**src/rtl/uart_tx_fifo.sv**
```systemverilog
// UART transmitter with configurable framing (data width, parity, stop bits) fed by a FIFO.
// Define UART_TX_FIFO_BREAK_EN to add the i_Break input for break generation.
module uart_tx_fifo #(
  parameter int CLKS_PER_BIT = 217,
  parameter int DATA_BITS    = 8,
  parameter int PARITY_MODE  = 0,
  parameter int STOP_BITS    = 1,
  parameter int FIFO_DEPTH   = 4
) (
  input  logic                          i_Clock,
  input  logic                          i_Reset,
  // Handshake: a character is accepted on a rising edge where i_TX_DV and
  // o_TX_Ready are both high; a strobe while o_TX_Ready is low is dropped.
  input  logic                          i_TX_DV,
  input  logic [DATA_BITS-1:0]          i_TX_Byte,
`ifdef UART_TX_FIFO_BREAK_EN
  input  logic                          i_Break,
`endif
  output logic                          o_TX_Ready,
  output logic [$clog2(FIFO_DEPTH):0]   o_FIFO_Count,
  output logic                          o_TX_Active,
  output logic                          o_TX_Serial,
  output logic                          o_TX_Done
);
  localparam int AW      = $clog2(FIFO_DEPTH);
  localparam int CW      = AW + 1;
  localparam int CNT_W   = $clog2(CLKS_PER_BIT);
  localparam bit PAR_EN  = (PARITY_MODE == 1) || (PARITY_MODE == 2);
  localparam bit PAR_ODD = (PARITY_MODE == 2);

  typedef enum logic [2:0] {IDLE, START, DATA, PARITY, STOP} state_t;
  state_t state_q, state_d;

  logic [DATA_BITS-1:0] mem [FIFO_DEPTH];
  logic [AW-1:0]        wr_ptr, rd_ptr;
  logic [CW-1:0]        count_q, count_d;
  logic                 push, pop, can_start, bit_end;
  logic [CNT_W-1:0]     clk_q, clk_d;
  logic [3:0]           bit_q, bit_d;
  logic [DATA_BITS-1:0] shift_q, shift_d;
  logic                 par_q, par_d;
  logic                 serial_d, active_d, done_d;

  assign push         = i_TX_DV && o_TX_Ready;
  assign bit_end      = (clk_q == CNT_W'(CLKS_PER_BIT - 1));
  assign o_FIFO_Count = count_q;

`ifdef UART_TX_FIFO_BREAK_EN
  localparam int MAB_W = $clog2(CLKS_PER_BIT + 1);
  logic [MAB_W-1:0] mab_q, mab_d;
  // No new frame while break is held or the mark-after-break interval runs.
  assign can_start = (count_q != '0) && !i_Break && (mab_q == '0);
`else
  assign can_start = (count_q != '0);
`endif

  always_comb begin
    count_d = count_q;
    if (push && !pop)      count_d = count_q + 1'b1;
    else if (pop && !push) count_d = count_q - 1'b1;
  end

  always_ff @(posedge i_Clock) begin
    if (push) mem[wr_ptr] <= i_TX_Byte;
  end

  always_ff @(posedge i_Clock) begin
    if (i_Reset) begin
      wr_ptr     <= '0;
      rd_ptr     <= '0;
      count_q    <= '0;
      o_TX_Ready <= 1'b1;
    end else begin
      if (push) wr_ptr <= wr_ptr + 1'b1;
      if (pop)  rd_ptr <= rd_ptr + 1'b1;
      count_q    <= count_d;
      o_TX_Ready <= (count_d < CW'(FIFO_DEPTH));
    end
  end

  always_comb begin
    state_d  = state_q;
    serial_d = o_TX_Serial;
    active_d = o_TX_Active;
    done_d   = 1'b0;
    bit_d    = bit_q;
    shift_d  = shift_q;
    par_d    = par_q;
    pop      = 1'b0;
    clk_d    = (state_q == IDLE || bit_end) ? '0 : clk_q + 1'b1;
`ifdef UART_TX_FIFO_BREAK_EN
    mab_d    = mab_q;
`endif
    case (state_q)
      IDLE: begin
        serial_d = 1'b1;
        active_d = 1'b0;
`ifdef UART_TX_FIFO_BREAK_EN
        if (i_Break) begin
          serial_d = 1'b0;
          active_d = 1'b1;
          mab_d    = MAB_W'(CLKS_PER_BIT);
        end else if (mab_q != '0) begin
          mab_d = mab_q - 1'b1;
        end
`endif
        pop = can_start;
      end
      START: if (bit_end) begin
        state_d  = DATA;
        serial_d = shift_q[0];
      end
      DATA: if (bit_end) begin
        if (bit_q == 4'(DATA_BITS - 1)) begin
          bit_d    = '0;
          state_d  = PAR_EN ? PARITY : STOP;
          serial_d = PAR_EN ? par_q : 1'b1;
        end else begin
          bit_d    = bit_q + 1'b1;
          shift_d  = shift_q >> 1;
          serial_d = shift_q[1];
        end
      end
      PARITY: if (bit_end) begin
        state_d  = STOP;
        serial_d = 1'b1;
      end
      STOP: if (bit_end) begin
        if (bit_q == 4'(STOP_BITS - 1)) begin
          done_d   = 1'b1;
          bit_d    = '0;
          state_d  = IDLE;
          serial_d = 1'b1;
          active_d = 1'b0;
          pop      = can_start;
        end else begin
          bit_d = bit_q + 1'b1;
        end
      end
      default: begin
        state_d  = IDLE;
        serial_d = 1'b1;
        active_d = 1'b0;
        bit_d    = '0;
        clk_d    = '0;
      end
    endcase
    // A pop always launches a start bit, including back-to-back after a stop bit.
    if (pop) begin
      state_d  = START;
      serial_d = 1'b0;
      active_d = 1'b1;
      bit_d    = '0;
      shift_d  = mem[rd_ptr];
      par_d    = (^mem[rd_ptr]) ^ PAR_ODD;
    end
  end

  always_ff @(posedge i_Clock) begin
    if (i_Reset) begin
      state_q     <= IDLE;
      clk_q       <= '0;
      bit_q       <= '0;
      shift_q     <= '0;
      par_q       <= 1'b0;
      o_TX_Serial <= 1'b1;
      o_TX_Active <= 1'b0;
      o_TX_Done   <= 1'b0;
`ifdef UART_TX_FIFO_BREAK_EN
      mab_q       <= '0;
`endif
    end else begin
      state_q     <= state_d;
      clk_q       <= clk_d;
      bit_q       <= bit_d;
      shift_q     <= shift_d;
      par_q       <= par_d;
      o_TX_Serial <= serial_d;
      o_TX_Active <= active_d;
      o_TX_Done   <= done_d;
`ifdef UART_TX_FIFO_BREAK_EN
      mab_q       <= mab_d;
`endif
    end
  end
endmodule

```
**config.mk**
```make
export PLATFORM = sky130hd
export DESIGN_NAME = uart_tx_fifo
export DESIGN_NICKNAME = d
export VERILOG_FILES = /design/src/rtl/uart_tx_fifo.sv
export SDC_FILE = /design/constraint.sdc
export NUM_CORES = 1
export LEC_CHECK = 0
export CORE_AREA = 5 5 85 87
export DETAILED_ROUTE_END_ITERATION = 7
export DIE_AREA = 0 0 90 92
export PLACE_DENSITY = 0.7
export SLEW_MARGIN = 20
export SYNTH_ARGS = -nofsm -noshare
export SYNTH_HDL_FRONTEND = slang
export SYNTH_SLANG_ARGS = --single-unit
```
**constraint.sdc**
```tcl
create_clock -name i_Clock -period 2 [get_ports i_Clock]
set_clock_uncertainty 0.15 [all_clocks]
set_input_delay 0.4 -clock i_Clock [delete_from_list [all_inputs] [get_ports i_Clock]]
set_output_delay 0.4 -clock i_Clock [all_outputs]
set_load 0.005 [all_outputs]
```
==> results of run 1 <==
-- through the flow --
stage	setup TNS [ns]	utilization
6_report	0	0.640
5_1_grt	-0.0868	0.640
4_1_cts	-0.0631	0.631
3_5_place_dp	-0.155	0.585
3_3_place_gp	0	0.585
2_1_floorplan	0	-
-- metal layers --
layer / up-vias / GRT usage
met3: 13 / 0.0319
met5: - / 0
met2: 44 / 0.257
li1: 1107 / -
met1: 1059 / 0.205
met4: 0 / 0.0707
-- cells in the final DEF (no fill, tap or decap), types with 4 or more instances in the layout --
master,count
dfxtp_1,33
edfxtp_1,32
buf_4,30
nor2_1,18
clkdlybuf4s50_1,17
nand3_1,16
inv_1,15
nand2_1,12
a21oi_1,12
ha_1,9
clkbuf_8,9
mux4_2,8
o21ai_0,7
xnor2_1,6
buf_12,6
o21ai_1,5
and3_1,5
nor3_1,5
o211ai_1,5
o221ai_1,5
a31oi_1,4
-- cell families (layout without fill, tap and decap cells) --
| group | count (synthesis) | in the layout |
|---|---|---|
| AOI/OAI and AO/OA | 58 | 58 |
| xor gates and xnor gates | 8 | 8 |
| adders and majority gates | 13 | 13 |
| buffers and inverters | 26 | 88 |
| DFF | 68 | 68 |
| muxes | 10 | 10 |
| and+or+nand+nor | 82 | 82 |
-- registers in the layout (all words and copies together) (netlist names), named ones only --
name	flops
o_TX_Serial	1
rd_ptr	2
wr_ptr	2
shift_q	8
state_q	3
o_TX_Active	1
mem	32
o_TX_Ready	1
bit_q	4
o_TX_Done	1
clk_q	8
o_FIFO_Count	3
-- critical path, cell delays in order (launching register included) --
cell,delay [ns]
dfxtp_2,0.33
inv_2,0.07
ha_4,0.13
or3b_4,0.39
o31ai_4,0.34
nand3_2,0.15
mux2_4,0.32
-- power by group --
group	total (W)	leakage (nW)	switching, W	internal [W]
registers	0.00186	0.588	0.000154	0.00170
clock network	0.00139	0.123	0.000552	0.000839
logic	0.00146	0.737	0.000692	0.000768
-- cell type report --
type	instances	area share
Inverter	18	0.0168
Clock buffer	9	0.0309
Clock inverter	7	0.0305
Sequential cell	68	0.420
Multi-Input combinational cell	171	0.347
Tap cell	77	0.0240
Timing Repair Buffer	54	0.131
-- path summary, 6_finish.rpt --
check | end | slack [ns] | depth (start not counted)
setup / recovery | rd_ptr[1] | 0.02 | 6
hold / removal | shift_q[2] | 0.34 | 2
setup reg to reg | rd_ptr[1] | 0.02 | 6
hold reg to reg | shift_q[2] | 0.34 | 2
-- what timing repair did --
item,in CTS,in global routing
endpoints found under the hold margin,0,0
gates resized for setup,9,13
setup buffers,3,1
setup endpoints to repair,7,22
pin swaps,5,9
==> impl_metrics.env, run 1 <==
export IMPL_yosysTopAreaCellShare=0.311
export IMPL_dpl_instance_area_sq_mm=0.00367
export IMPL_status="completed"
export IMPL_grt_pass1_wl_um=10600
export IMPL_hold_viol_final=0
export IMPL_n_antenna_cell=0
export IMPL_fillCellCount=490
export IMPL_synth_mux_area_fraction=0.0655
export IMPL_synth_edf_count=32
export IMPL_start_kind="register"
export IMPL_core_area_sq_mm=0.00628
export IMPL_syn_area_per_cell_sq_um=11.7
export IMPL_clk_latency_ns=0.34
export IMPL_start_util=0.493
export IMPL_io_pins=18
export IMPL_drc=0
export IMPL_worst_pin_slew_ns=0.447
export IMPL_top_layer_used="met4"
export IMPL_synth_area_sq_mm=0.00309
export IMPL_yosysTopAreaCell="edfxtp_1"
export IMPL_synthSimpleGateAreaFrac=0.150
export IMPL_timing_final_crit_share=0.991
export IMPL_fin_cells=404
export IMPL_numCtsBuffers=9
export IMPL_finalWirelength_um=6200
export IMPL_rows=29
export IMPL_track_usage=0.158
export IMPL_die_area_sq_mm=0.00828
export IMPL_ir_drop_mv=0.705
export IMPL_grt_pass1_vias=2215
export IMPL_path_max_fanout=5
export IMPL_synth_most_common_cell="dfxtp_1"
export IMPL_antenna_left=0
export IMPL_first_iter_violations=234
export IMPL_cp_data_arrival_time_ns=2.07
export IMPL_setup_worst_path_end_class="register"
export IMPL_cts_buffer_depth=2
export IMPL_synth_xor_area_share=0.0227
export IMPL_final_max_slew_violation_count=0
export IMPL_synth_cells=265
export IMPL_nNetsFinal=346
export IMPL_post_place_cells=385
export IMPL_die_w_um=90
export IMPL_min_path_type="reg -> reg"
export IMPL_holdWs_ns=0.338
export IMPL_yosys_warnings=0
export IMPL_dp_slack_ns=-0.0493
export IMPL_antenna_found_initial=0
export IMPL_place_detailed_hpwl_um=4430
export IMPL_port_buffers=17
export IMPL_regArea_sq_mm=0.00169
export IMPL_synthAdderAreaFrac=0.0526
export IMPL_cp_required_ns=2.08
export IMPL_power_w=0.00471
export IMPL_clockRootBuffer="clkbuf_8"
export IMPL_drive_above_1_share=0.278
export IMPL_power_leakage_nw=1.45
export IMPL_synth_top_flop_cell="dfxtp_1"
export IMPL_clock_sinks=68
export IMPL_synth_top_family_by_area="simple AND/OR/NAND/NOR gates"
export IMPL_max_freq_mhz=505
export IMPL_crit_start="bit_q[1]"
export IMPL_drt_first_pass_iters=4
export IMPL_htreeDepth=3
export IMPL_synth_area_leaders="edfxtp_1 (31%), dfxtp_1 (23%), mux4_2 (5.8%)"
export IMPL_cts_hold_buffers_added=0
export IMPL_finalSetupViolCount=0
export IMPL_setup_ws_ns=0.0190
export IMPL_drv_cap=0
export IMPL_wl_met2_um=3010
export IMPL_synthArstFlopShare=0
export IMPL_synth_compound_area_share=0.132
export IMPL_path_class="reg -> reg"
export IMPL_vias=2223
export IMPL_area_growth_pct=29.8
export IMPL_slew_headroom=0.699
export IMPL_synth_common_cells="dfxtp_1 (36), edfxtp_1 (32), nor2_1 (19), nand3_1 (18), inv_1 (17)"
export IMPL_seq_area_frac_synth=0.544
export IMPL_wire_per_inst_um=15.3
export IMPL_synthesis_nets=289
export IMPL_hp_start="shift_q[3]"
export IMPL_multi_input_area_sq_mm=0.00139
export IMPL_period_needed_ns=1.98
export IMPL_grt_setup_unrepaired="true"
export IMPL_overflow=0
export IMPL_rr_startpoint="bit_q[1]"
export IMPL_cts_tree="done"
export IMPL_met3_length_um=253
export IMPL_grt_max_degree=21
export IMPL_clk_pin_slew_ns=0.08
export IMPL_die_y_um=92
export IMPL_final_area_sq_mm=0.00402
export IMPL_drt_met1_wl_um=2790
export IMPL_ys_ff_latch=68
export IMPL_via_per_inst=5.50
export IMPL_routabilityCongestion=0.804
export IMPL_power_density_mw_per_mm2=1170
export IMPL_yosysUniqueCellTypes=55
Note: power is estimated with default switching activity, not from simulation.
==> inputs of run 2 (changes only) <==
clock period = 1.7 ns   (was 2 ns; I/O delays follow)
==> run 2 against run 1 <==
The flow now finishes with violations (setup timing); cell area increased by 8.1%; setup slack got worse by 0.28 ns; via count increased by 10%; core utilization increased by 5.2 points; sequential share of layout area decreased by 2.9 points; sequential power increased by 18%; worst hold slack got worse by 0.0017 ns; critical endpoint unchanged; highest routed layer unchanged.
==> impl_metrics.env, run 2 (synthesized netlist as in run 1, its figures left out) <==
export IMPL_slew_headroom=0.667
export IMPL_drive_above_1_share=0.407
export IMPL_worstRegToRegCells=6
export IMPL_place_detailed_hpwl_um=4840
export IMPL_nNetsFinal=380
export IMPL_timing_reg2reg_setup_slack_ns=-0.26
export IMPL_power_w=0.00562
export IMPL_via_per_inst=5.60
export IMPL_regArea_sq_mm=0.00170
export IMPL_fillCellCount=450
export IMPL_violations="setup timing"
export IMPL_rr_startpoint="bit_q[1]"
export IMPL_die_y_um=92
export IMPL_first_iter_violations=104
export IMPL_status="complete, but fails checks"
export IMPL_area_growth_pct=40.3
export IMPL_largest_reg_flops=32
export IMPL_start_util=0.493
export IMPL_finalWirelength_um=7030
export IMPL_grt_pass1_wl_um=11200
export IMPL_path_max_fanout=4
export IMPL_die_area_sq_mm=0.00828
export IMPL_cpMaxStageDelayCell="or3b_4"
export IMPL_core_area_sq_mm=0.00628
export IMPL_clockRootBuffer="clkbuf_8"
export IMPL_htreeDepth=3
export IMPL_dp_slack_ns=-0.236
export IMPL_final_cell_mix="buf_4 (65), edfxtp_1 (32), dfxtp_1 (26)"
export IMPL_max_freq_mhz=511
export IMPL_multi_input_area_sq_mm=0.00150
export IMPL_power_leakage_nw=1.66
export IMPL_overflow=0
export IMPL_cp_required_ns=1.78
export IMPL_timing_final_crit_share=1.15
export IMPL_clk_pin_slew_ns=0.08
export IMPL_grt_setup_unrepaired="true"
export IMPL_mostFrequentLayoutCell="buf_4"
export IMPL_setup_tns_ns=-3.61
export IMPL_track_usage=0.169
export IMPL_ir_drop_mv=0.866
export IMPL_cp_data_arrival_time_ns=2.04
export IMPL_wire_per_inst_um=16.0
export IMPL_routabilityCongestion=0.905
export IMPL_drt_first_pass_iters=4
export IMPL_cts_buffer_depth=2
export IMPL_min_to="shift_q[0]"
export IMPL_hp_start="shift_q[0]"
export IMPL_port_buffers=17
export IMPL_regMostFlops="mem"
export IMPL_final_max_slew_violation_count=0
export IMPL_power_density_mw_per_mm2=1290
export IMPL_clk_latency_ns=0.35
export IMPL_min_path_type="reg -> reg"
export IMPL_utilization=0.691
export IMPL_numCtsBuffers=9
export IMPL_crit_chain="inv_2, ha_4, or3b_4, o31ai_4, nand3_2, mux2_4"
export IMPL_worst_pin_slew_ns=0.494
export IMPL_max_stage_delay_ns=0.39
export IMPL_clock_sinks=68
export IMPL_grt_pass1_vias=2376
export IMPL_reg_largest_list="mem x32, clk_q x8, shift_q x8"
export IMPL_use_met3=0.0368
export IMPL_met1_usage=0.212
export IMPL_die_w_um=90
export IMPL_antenna_found_initial=0
export IMPL_start_kind="register"
export IMPL_grt_max_degree=15
export IMPL_grt_busiest_layer="met2"
export IMPL_io_pins=18
export IMPL_drc=0
export IMPL_cts_tree="done"
export IMPL_min_path_cells=2
export IMPL_hold_viol_final=0
export IMPL_period_needed_ns=1.96
export IMPL_setup_worst_path_end_class="register"
export IMPL_rows=29
export IMPL_antenna_left=0
export IMPL_r2r_end="rd_ptr[1]"
export IMPL_finalSetupViolCount=25
export IMPL_setup_ws_ns=-0.259
export IMPL_n_antenna_cell=0
export IMPL_grt_util_met2=0.280
export IMPL_drv_cap=0
export IMPL_path_class="reg -> reg"
export IMPL_vias=2453
==> run 2: power by group <==
part           total, W  internal (W)  leakage [nW]  switching, W
Combinational   0.00198       0.00102         0.957      0.000959
Clock           0.00144      0.000820         0.111      0.000623
Sequential      0.00219       0.00202         0.591      0.000176
==> run 2: worst max-delay path by stage <==
stage / start / endpoint / slack (ns) / cells after the start
detailed placement: bit_q[0] / o_FIFO_Count[2] / -0.24 / 10
floorplan: bit_q[1] / o_FIFO_Count[2] / -0.19 / 11
finish: bit_q[1] / rd_ptr[1] / -0.26 / 6
CTS: bit_q[1] / o_FIFO_Count[2] / -0.21 / 11
global route: bit_q[0] / o_FIFO_Count[1] / -0.35 / 10
global placement: bit_q[0] / o_FIFO_Count[2] / -0.20 / 10
==> run 2: what timing repair did <==
action,CTS,global route
cloned,0,0
endpoints found under the setup margin,38,38
buffers inserted,2,8
pin swaps,3,12
gates resized for setup,12,28
hold buffers,0,0
==> run 2: cell type report <==
| class | instances | area share |
|---|---|---|
| clock buffers | 9 | 0.0285 |
| clock inverters | 7 | 0.0210 |
| inverters | 18 | 0.0156 |
| multi-input cells | 171 | 0.345 |
| flip-flops and latches | 68 | 0.391 |
| well taps | 77 | 0.0222 |
| repair buffers | 88 | 0.177 |
==> run 2: per-layer routing <==
metal  share of wire  up-vias
li1                -     1181
met1            0.43     1202
met2            0.50       53
met3           0.037       17
met4           0.024        0
met5               0        -
==> run 2: per-stage QoR <==
stage | std cells | hold slack (ns) | area [sq um]
global route | 438 | 0.363 | 4340
detailed placement | 412 | 0.328 | 3890
global placement | 412 | 0.319 | 3890
CTS | 430 | 0.338 | 4150
finish | 438 | 0.336 | 4340
floorplan | 265 | 0.257 | 3150
==> run 2: worst max-delay path, delay by kind of cell (launching register included) <==
family / cells / cell delay, ns
AOI/OAI and AO/OA: 1 / 0.31
adders and majority gates: 1 / 0.13
buffers and inverters: 1 / 0.06
DFF: 1 / 0.33
muxes: 1 / 0.32
and+or+nand+nor: 2 / 0.55
==> inputs of run 3 (changes only) <==
PLACE_DENSITY = 0.68   (was 0.7)
REMOVE_ABC_BUFFERS = 1   (was not set)
clock period = 2.1 ns   (was 1.7 ns; I/O delays follow)
==> run 3 against run 2 <==
The run now ends clean; die area unchanged; global-route usage shrank 1.3 points; register-to-register slack gained 0.36 ns; wire length fell by 15%; power is 26% lower; setup slack better by 0.36 ns; sequential share of layout area rose by 5.1 points; count of clock-buffer cells in the layout unchanged; largest cell class unchanged; highest routed layer unchanged.
==> impl_metrics.env, run 3 (synthesized netlist as in run 1, its figures left out) <==
export IMPL_status="completed"
export IMPL_die_y_um=92
export IMPL_dp_slack_ns=0.0274
export IMPL_grt_pass1_vias=2226
export IMPL_start_util=0.493
export IMPL_timing_reg2reg_setup_slack_ns=0.1
export IMPL_max_freq_mhz=500
export IMPL_routabilityCongestion=0.821
export IMPL_largest_reg_flops=32
export IMPL_timing_final_crit_share=0.953
export IMPL_grt_pass1_wl_um=10400
export IMPL_ir_drop_mv=0.830
export IMPL_met1_usage=0.198
export IMPL_min_path_type="reg -> reg"
export IMPL_path_delay_family="simple AND/OR/NAND/NOR gates"
export IMPL_nNetsFinal=338
export IMPL_clock_sinks=68
export IMPL_antenna_found_initial=0
export IMPL_track_usage=0.156
export IMPL_place_detailed_hpwl_um=4340
export IMPL_die_w_um=90
export IMPL_n_antenna_cell=0
export IMPL_drive_above_1_share=0.219
export IMPL_path_max_fanout=4
export IMPL_power_density_mw_per_mm2=1100
export IMPL_max_stage_delay_ns=0.40
export IMPL_first_iter_violations=124
export IMPL_dpl_instance_area_sq_mm=0.00355
export IMPL_finalSetupViolCount=0
export IMPL_crit_chain="inv_1, ha_1, or3b_4, o31ai_4, nand3_2, mux2_1"
export IMPL_finalWirelength_um=5990
export IMPL_grt_util_met2=0.251
export IMPL_postCtsSetupRepairBufs=0
export IMPL_clk_latency_ns=0.35
export IMPL_clockRootBuffer="clkbuf_8"
export IMPL_wire_per_inst_um=15.1
export IMPL_area_growth_pct=22.9
export IMPL_antenna_left=0
export IMPL_cts_tree="done"
export IMPL_cts_buffer_depth=2
export IMPL_cpMaxStageDelayCell="or3b_4"
export IMPL_die_area_sq_mm=0.00828
export IMPL_path_class="reg -> reg"
export IMPL_mostFrequentLayoutCell="dfxtp_1"
export IMPL_drv_cap=0
export IMPL_cp_required_ns=2.18
export IMPL_vias=2190
export IMPL_rr_startpoint="bit_q[0]"
export IMPL_htreeDepth=3
export IMPL_clk_pin_slew_ns=0.07
export IMPL_overflow=0
export IMPL_setup_worst_path_end_class="register"
export IMPL_worst_pin_slew_ns=0.525
export IMPL_hold_viol_final=0
export IMPL_grt_max_degree=19
export IMPL_use_met3=0.0450
export IMPL_period_needed_ns=2.00
export IMPL_hp_start="shift_q[3]"
export IMPL_grt_setup_unrepaired="true"
export IMPL_port_buffers=17
export IMPL_fillCellCount=533
export IMPL_regMostFlops="mem"
export IMPL_grt_busiest_layer="met2"
export IMPL_setup_ws_ns=0.0982
export IMPL_final_max_slew_violation_count=0
export IMPL_cts_hold_buffers_added=0
export IMPL_drt_first_pass_iters=4
export IMPL_slew_headroom=0.648
export IMPL_min_path_cells=2
export IMPL_holdWs_ns=0.340
export IMPL_numCtsBuffers=9
export IMPL_worstRegToRegCells=6
export IMPL_cp_num_buf_inv=1
export IMPL_start_kind="register"
export IMPL_drc=0
export IMPL_final_area_sq_mm=0.00380
export IMPL_via_per_inst=5.53
export IMPL_cp_data_arrival_time_ns=2.08
export IMPL_reg_largest_list="mem x32, clk_q x8, shift_q x8"
export IMPL_power_leakage_nw=1.37
export IMPL_final_cell_mix="dfxtp_1 (36), edfxtp_1 (32), buf_4 (28)"
export IMPL_min_to="shift_q[2]"
export IMPL_power_w=0.00418
export IMPL_io_pins=18
export IMPL_rows=29
export IMPL_core_area_sq_mm=0.00628
==> run 3: cell count changes in the layout (fill, tap and decap cells not counted), sizes merged <==
cell and change:
dlymetal6s2s -4, clkdlybuf4s50 +6, buf -42, dlygate4sd2 -2
==> run 3: per-stage QoR <==
stage	cells	setup TNS [ns]	utilization
2_1_floorplan	257	-1.53	-
3_3_place_gp	380	0	0.566
3_5_place_dp	380	0	0.566
4_1_cts	396	0	0.601
5_1_grt	396	-0.0539	0.606
6_report	396	0	0.606
==> run 3: what timing repair did <==
item                       4_1_cts  5_1_grt
pin swaps                        0        1
setup endpoints to repair        1       13
resized for setup                1        8
==> run 3: final cells by class <==
cell class | count | area, sq um | area share
tap | 77 | 96.3 | 0.0253
multi-input combinational | 171 | 1340 | 0.353
clock inverter | 7 | 91.3 | 0.0240
sequential | 68 | 1680 | 0.442
clock buffer | 9 | 124 | 0.0326
inverter | 18 | 67.6 | 0.0178
timing repair buffer | 46 | 400 | 0.105
==> run 3: power by group <==
group / internal (W) / switching, W / leakage (nW)
logic: 0.000638 / 0.000645 / 0.673
registers: 0.00162 / 0.000118 / 0.587
clock network: 0.000664 / 0.000493 / 0.111
==> run 3: how the worst max path moves through the flow <==
stage | from | endpoint | depth (start not counted)
floorplan | o_FIFO_Count[0] | o_FIFO_Count[2] | 10
global placement | bit_q[0] | o_FIFO_Count[2] | 10
detailed placement | bit_q[0] | o_FIFO_Count[2] | 10
CTS | bit_q[0] | o_FIFO_Count[2] | 10
global route | bit_q[0] | o_FIFO_Count[0] | 9
finish | bit_q[0] | register | 6
==> run 3: worst register-to-register path: stages, from the launching register on <==
cell and delay [ns]:
dfxtp_1 0.32, inv_1 0.07, ha_1 0.18, or3b_4 0.40, o31ai_4 0.30, nand3_2 0.13, mux2_1 0.33
==> run 3: layer usage <==
| metal | part of all wire | wire length [um] |
|---|---|---|
| met1 | 0.45 | 2720 |
| met2 | 0.48 | 2900 |
| met3 | 0.043 | 260 |
| met4 | 0.020 | 120 |
| met5 | 0 | 0 |
